File: config.mk
export PLATFORM = sky130hd
export DESIGN_NAME = ok_wb_cmd_engine
export DESIGN_NICKNAME = d
export VERILOG_FILES = /design/src/rtl/ok_wb_cmd_engine.sv
export SDC_FILE = /design/constraint.sdc
export NUM_CORES = 1
export LEC_CHECK = 0
export CORE_MARGIN = 10
export CORE_UTILIZATION = 65
export DETAILED_ROUTE_END_ITERATION = 10
export DONT_BUFFER_PORTS = 1
export PLACE_DENSITY = 0.83
export SETUP_SLACK_MARGIN = 0.02
export SLEW_MARGIN = 5
export SYNTH_ARGS = -nofsm -noshare
export SYNTH_HDL_FRONTEND = slang
export SYNTH_SLANG_ARGS = --single-unit
File: constraint.sdc
create_clock -name clk_i -period 4.3 [get_ports clk_i]
set_input_delay 0.86 -clock clk_i [delete_from_list [all_inputs] [get_ports clk_i]]
set_output_delay 0.86 -clock clk_i [all_outputs]
set_load 0.005 [all_outputs]
File: src/rtl/ok_wb_cmd_engine.sv
// ok_wb_cmd_engine: pops 16-bit command words from the FrontPanel/Wishbone
// bridge, executes register read/write packets on a 32-bit register bus and
// pushes read data (and optionally write acknowledgements) back to the bridge.
// Optional feature macro: OKWB_WRITE_ACK_EN (one ack word per write packet).
module ok_wb_cmd_engine #(
  parameter int ACK_TIMEOUT = 255
) (
  input  logic        clk_i,
  input  logic        rst_i,
  output logic        bus_stb_o,
  output logic        bus_we_o,
  output logic [7:0]  bus_adr_o,
  output logic [31:0] bus_dat_o,
  input  logic [31:0] bus_dat_i,
  output logic [7:0]  reg_adr_o,
  output logic [31:0] reg_dat_o,
  output logic        reg_stb_o,
  output logic        reg_we_o,
  input  logic [31:0] reg_dat_i,
  input  logic        reg_ack_i,
  output logic        busy_o,
  output logic        err_o
);

  typedef enum logic [3:0] {
    IDLE, FETCH_HDR, DECODE, FETCH_LO, FETCH_HI, REG_ACC, TX_HDR, TX_LO, TX_HI
  } state_t;

  localparam logic [15:0] TIMEOUT_LAST = 16'(ACK_TIMEOUT - 1);

  state_t      state;
  logic [1:0]  phase;
  logic [15:0] word_q;
  logic [15:0] lo_q;
  logic [15:0] hi_q;
  logic [15:0] resp_q;
  logic [5:0]  cnt_q;
  logic [15:0] timer_q;
  logic        is_wr_q;
`ifdef OKWB_WRITE_ACK_EN
  logic [13:0] hdr_q;
  logic        wr_to_q;
`endif

  logic unused_bus_hi;
  assign unused_bus_hi = &{1'b0, bus_dat_i[31:17]};

  assign bus_adr_o = 8'h00;
  assign bus_dat_o = {16'h0000, resp_q};
  assign busy_o    = (state != IDLE);

  // Packet sequencer: fetch phases are 0 = wait for data, 1 = pop, 2 = capture;
  // register access phases are 0 = raise strobe, 1 = wait for ack or timeout.
  always_ff @(posedge clk_i) begin
    if (rst_i) begin
      state     <= IDLE;
      phase     <= 2'd0;
      bus_stb_o <= 1'b0;
      bus_we_o  <= 1'b0;
      reg_stb_o <= 1'b0;
      reg_we_o  <= 1'b0;
      reg_adr_o <= 8'h00;
      reg_dat_o <= 32'h0;
      err_o     <= 1'b0;
      word_q    <= 16'h0;
      lo_q      <= 16'h0;
      hi_q      <= 16'h0;
      resp_q    <= 16'h0;
      cnt_q     <= 6'd0;
      timer_q   <= 16'h0;
      is_wr_q   <= 1'b0;
`ifdef OKWB_WRITE_ACK_EN
      hdr_q     <= 14'h0;
      wr_to_q   <= 1'b0;
`endif
    end else begin
      case (state)
        IDLE: begin
          bus_stb_o <= 1'b0;
          phase     <= 2'd0;
          if (bus_dat_i[16]) state <= FETCH_HDR;
        end

        FETCH_HDR, FETCH_LO, FETCH_HI: begin
          case (phase)
            2'd0: begin
              if (bus_dat_i[16]) begin
                bus_stb_o <= 1'b1;
                bus_we_o  <= 1'b0;
                phase     <= 2'd1;
              end
            end
            2'd1: begin
              bus_stb_o <= 1'b0;
              word_q    <= bus_dat_i[15:0];
              phase     <= 2'd2;
            end
            default: begin
              phase <= 2'd0;
              if (state == FETCH_HDR) begin
                state <= DECODE;
              end else if (state == FETCH_LO) begin
                lo_q  <= word_q;
                state <= FETCH_HI;
              end else begin
                state <= REG_ACC;
              end
            end
          endcase
        end

        DECODE: begin
          cnt_q     <= word_q[13:8];
          reg_adr_o <= word_q[7:0];
          phase     <= 2'd0;
          case (word_q[15:14])
            2'b01: begin
              is_wr_q <= 1'b1;
              state   <= FETCH_LO;
`ifdef OKWB_WRITE_ACK_EN
              hdr_q   <= word_q[13:0];
              wr_to_q <= 1'b0;
`endif
            end
            2'b10: begin
              is_wr_q   <= 1'b0;
              resp_q    <= word_q;
              bus_stb_o <= 1'b1;
              bus_we_o  <= 1'b1;
              state     <= TX_HDR;
            end
            default: begin
              err_o <= 1'b1;
              state <= IDLE;
            end
          endcase
        end

        TX_HDR: begin
          bus_stb_o <= 1'b0;
          phase     <= 2'd0;
          state     <= REG_ACC;
        end

        REG_ACC: begin
          if (phase == 2'd0) begin
            reg_stb_o <= 1'b1;
            reg_we_o  <= is_wr_q;
            if (is_wr_q) reg_dat_o <= {word_q, lo_q};
            timer_q   <= 16'h0;
            phase     <= 2'd1;
          end else if (reg_ack_i || (timer_q == TIMEOUT_LAST)) begin
            reg_stb_o <= 1'b0;
            phase     <= 2'd0;
            if (!reg_ack_i) err_o <= 1'b1;
            if (is_wr_q) begin
              reg_adr_o <= reg_adr_o + 8'd1;
`ifdef OKWB_WRITE_ACK_EN
              if (!reg_ack_i) wr_to_q <= 1'b1;
`endif
              if (cnt_q == 6'd0) begin
                state <= IDLE;
`ifdef OKWB_WRITE_ACK_EN
                resp_q    <= {(wr_to_q || !reg_ack_i) ? 2'b00 : 2'b11, hdr_q};
                bus_stb_o <= 1'b1;
                bus_we_o  <= 1'b1;
`endif
              end else begin
                cnt_q <= cnt_q - 6'd1;
                state <= FETCH_LO;
              end
            end else begin
              resp_q    <= reg_ack_i ? reg_dat_i[15:0] : 16'hBEEF;
              hi_q      <= reg_ack_i ? reg_dat_i[31:16] : 16'hDEAD;
              bus_stb_o <= 1'b1;
              bus_we_o  <= 1'b1;
              state     <= TX_LO;
            end
          end else begin
            timer_q <= timer_q + 16'd1;
          end
        end

        TX_LO: begin
          resp_q <= hi_q;
          state  <= TX_HI;
        end

        TX_HI: begin
          bus_stb_o <= 1'b0;
          reg_adr_o <= reg_adr_o + 8'd1;
          phase     <= 2'd0;
          if (cnt_q == 6'd0) begin
            state <= IDLE;
          end else begin
            cnt_q <= cnt_q - 6'd1;
            state <= REG_ACC;
          end
        end

        default: state <= IDLE;
      endcase
    end
  end

endmodule

**Word-level counts from Yosys, hierarchy flattened**

Cells that the tools add are included.

- Output and inout port bits: 86
- Input bits: 67
- Logic and storage cells: 135
- Register bits after elaboration: 138

- Equality and inequality tests: 27
- Mux-type cells: 52
- $add $sub $neg: 3
- Bitwise operators: 4
- Reduce and logical (&&, ||, !) cells: 33

Operator list:

| operator | count |
|---|---|
| $mux W16 | 8 |
| $pmux W16 S3 | 1 |
| $pmux W4 S7 | 1 |
| $mux W6 | 4 |
| $mux W8 | 3 |
| $ne A2 B2 Y1 const B | 12 |
| $pmux W8 S3 | 1 |
| $mux W4 | 5 |
| $pmux W6 S3 | 1 |
| $add A16 B1 Y16 const B | 1 |
| $eq A16 B8 Y1 const B | 1 |
| $eq A4 B3 Y1 const B | 4 |
| $reduce_and A4 Y1 | 4 |
| $mux W1 | 14 |
| $reduce_and A7 Y1 | 2 |
| $reduce_bool A3 Y1 | 4 |
| $reduce_and A2 Y1 | 5 |
| $reduce_and A5 Y1 | 2 |
| $ne A3 B3 Y1 const B | 3 |
| $add A8 B1 Y8 const B | 1 |
| $eq A4 B2 Y1 const B | 2 |
| $mux W2 | 4 |
| $reduce_bool A4 Y1 | 2 |
| $logic_not A6 Y1 | 1 |
| other kinds (21) | 33 |

**Logic depth before layout (Yosys ltp)**

- Word-level depth: 6
- Mapped depth: 9
- Gate-level depth less buffers: 7

**Worst setup path after synthesis**

No wires, ideal clock.

- Path type: input to register
- Start point: in reg_ack_i
- End point: reg timer_q[14]
- Required time: 4.212 ns
- Arrival time: 2.096 ns
- Path buffers: 3
- Setup slack: 2.116 ns
- Library setup time: 0.088 ns
- Cell stages on the path: 7
- Cells stage by stage: clkbuf_1 or3_1 buf_2 nor2_4 buf_4 a21oi_1 a311oi_2

- Longest elaborated chain between the ends: 3

RTL lines:

| element | line | source |
|---|---|---|
| start: declaration | 20 | `input logic reg_ack_i,` |
| $logic_or A1 B1 Y1 | 152 | `end else if (reg_ack_i \|\| (timer_q == TIMEOUT_LAST)) begin` |
| $ne A2 B2 Y1 (no source line) | - |  |
| $reduce_and A2 Y1 (no source line) | - |  |
| end signal: assignment | 180 | `timer_q <= timer_q + 16'd1;` |
| end: declaration | 38 | `logic [15:0] timer_q;` |

No other way between the ends.
A chain may end at the register's enable or synchronous reset.

**Worst setup path after layout**

- Start point: reg state[1]
- End point: reg reg_dat_o[4]

- Longest elaborated chain between the ends: 2

RTL lines:

| element | line | source |
|---|---|---|
| start: declaration | 31 | `state_t state;` |
| start signal: assignment | 56 | `state <= IDLE;` |
| start signal: assignment | 81 | `if (bus_dat_i[16]) state <= FETCH_HDR;` |
| start signal: assignment | 101 | `state <= DECODE;` |
| $eq A4 B3 Y1 | 77 | `case (state)` |
| $reduce_and A3 Y1 (no source line) | - |  |
| end signal: assignment | 149 | `if (is_wr_q) reg_dat_o <= {word_q, lo_q};` |
| end: declaration | 16 | `output logic [31:0] reg_dat_o,` |

No other way between the ends.

==> results.ini <==
[synth]
synth.top_cell.area_share=0.418
yosys_register_bits=138
netlist_area_um2=6610
avgSynthCellArea_um2=8.39
synth_area_leaders=dfxtp_1, a21oi_1, nand2_1
synth.distinct_cells=79
yosysWarnings=0
yosysSeqAreaShare=0.418
synth_top_flop_cell=dfxtp_1
yosysTopAreaCell=dfxtp_1
async_flop_share=0
synthCells=788
synth_edf_count=0

[timing]
whs_ns=0.388
setup_tns_ns=0
drv_slew=0
finalSetupViolations=0
hold_violations=0
period_needed_ns=3.25
tightest_slew_ns=1.17
post-route-period-util=0.756
rsz0062_at_grt=false
fin_skew_ns=0.00702
maxSlewHeadroom=0.221
fmax_ghz=0.308

[job]
maxCapViolations=0

[drt]
drc=0
via_count=5967
wl_per_cell_um=20.9
firstDrtPassIters=5
drt_iter0_markers=524
ant_nets=0
viasPerCell=6.67
wl_mm=18.7

[setup_path]
path_class=reg2reg
worstSetupStartpointType=flip-flop
cp_data_arrival_time_ns=3.71
reg2reg_to=reg_dat_o[4]
critPathMaxStageDelay_ns=0.95
r2r_setup_slack_ns=1.05
path_cells=nand4bb_1 > nand2b_1 > or2_1 > nand2_1 > a21oi_1
worstPathRequired_ns=4.76
crit_fanout=33
slowest_stage=or2_1
cp-end-kind=flip-flop
r2r-start=state[1]
r2r.worst_path.cells=5

[final_layout]
antenna_cells=0
final_cell_mix=dfxtp_1, nand2_1, a21oi_1
layout_commonest_cell=dfxtp_1
nets=822
drive_above_1_share=0.0762
nFillCells=693
utilization=0.725
area_growth_pct=7.65

[global_route]
grt_pass1_vias=5661
grt_pass1_wl_mm=29.4
grt_use_total=0.247
antenna_found_initial=0
grt_max_degree=124
grt-ovfl-total=0

[min_path]
hold_path_end=timer_q[9]
min_from=rst_i
min_path_cells=1
min_path_type=in2reg

[placed_design]
routabilityCongestion=0.914
portBuffers=0
dp_hpwl_mm=12.5

[clock_tree]
root_buffer=clkbuf_8
cts_tree=yes
worstSkewPairLatency_ns=0.54
htree_num_levels=4
cts_resized=0
cts_buffers=17
clk_path_buf_depth=2
post_cts_buffers=0
cts_num_sinks=138
holdBufCountCts=0
clk_pin_slew_worst_paths_ns=0.06

[floorplanning]
die_h_um=121
initial_utilization=0.673
rows=36
dieArea_um2=14600
dieWidth_um=121
num_io_pins=153
core_area_um2=9820

[power]
cellPowerDensity_nw_per_um2=539
p_leak_nw=2.60
ir_drop_mv=0.378

[status]
status=finished clean

-- registers in the layout (all words and copies together), names as in the netlist --
| name | count |
|---|---|
| bus_we_o | 1 |
| is_wr_q | 1 |
| timer_q | 16 |
| reg_adr_o | 8 |
| lo_q | 16 |
| state | 4 |
| phase | 2 |
| hi_q | 16 |
| cnt_q | 6 |
| bus_stb_o | 1 |
| resp_q | 16 |
| err_o | 1 |
| reg_dat_o | 32 |
| reg_we_o | 1 |
| word_q | 16 |
| reg_stb_o | 1 |
-- Yosys cell counts, drive strengths merged, types with 7 or more instances --
cell type and instances:
a21oi 87, o22ai 13, mux2i 34, inv 12, or3 8, nand2 97
ha 7, a22oi 7, nor4 12, a31oi 7, nand3 15, o21ai 29
nand2b 8, clkbuf 37, nor3 31, o221a 11, a2111oi 14, dfxtp 138
nor2 78, buf 48
-- critical path, delay by kind of cell (launching register included) --
kind	cells	cell delay [ns]
DFF	1	0.84
and+or+nand+nor	4	2.09
AOI/OAI and AO/OA	1	0.23
-- worst max path at each step --
stage | cells after the start | to | slack (ns) | from
after floorplan | 7 | timer_q[14] | 2.12 | reg_ack_i
after global placement | 5 | reg_adr_o[0] | 1.32 | state[2]
after detailed placement | 5 | reg_adr_o[0] | 1.19 | state[0]
after CTS | 5 | reg_dat_o[4] | 1.13 | state[1]
after global routing | 5 | reg_adr_o[7] | 0.87 | state[2]
final | 5 | reg_dat_o[4] | 1.05 | state[1]
-- metal layers --
layer,share of wire,routed length (um),GRT usage,vias up
li1,-,-,-,2730
met1,0.36,6730,0.269,2822
met2,0.48,8910,0.399,341
met3,0.12,2300,0.109,74
met4,0.039,734,0.129,0
met5,0,0,0,-
-- through the flow --
stage	instances	cell area, um^2	power (W)	setup WS [ns]
2_1_floorplan	811	6700	0.00204	2.12
3_3_place_gp	862	6430	0.00211	1.32
3_5_place_dp	862	6430	0.00215	1.19
4_1_cts	894	7120	0.00381	1.13
5_1_grt	894	7120	0.00396	0.873
6_report	894	7120	0.00383	1.05
-- power breakdown --
group          total [W]  leakage [nW]  internal [W]  switching (W)
Clock            0.00169         0.335       0.00109       0.000595
Combinational   0.000642          1.15      0.000248       0.000394
Sequential       0.00150          1.11       0.00135       0.000151
-- cells by family after synthesis --
family,synth area share
simple gates,0.222
compound gates,0.217
flops,0.418
buf+inv,0.0763
mux,0.0532
fa+ha+maj,0.0132
other cells,0.000567
-- cell type report --
class | instances | area (um^2) | area share
inverters | 13 | 48.8 | 0.00686
clock buffers | 18 | 428 | 0.0601
multi-input cells | 575 | 3430 | 0.482
well taps | 133 | 166 | 0.0234
repair buffers | 3 | 22.5 | 0.00316
clock inverters | 14 | 255 | 0.0359
flip-flops and latches | 138 | 2760 | 0.388
Power figures use the tool's default switching activity.
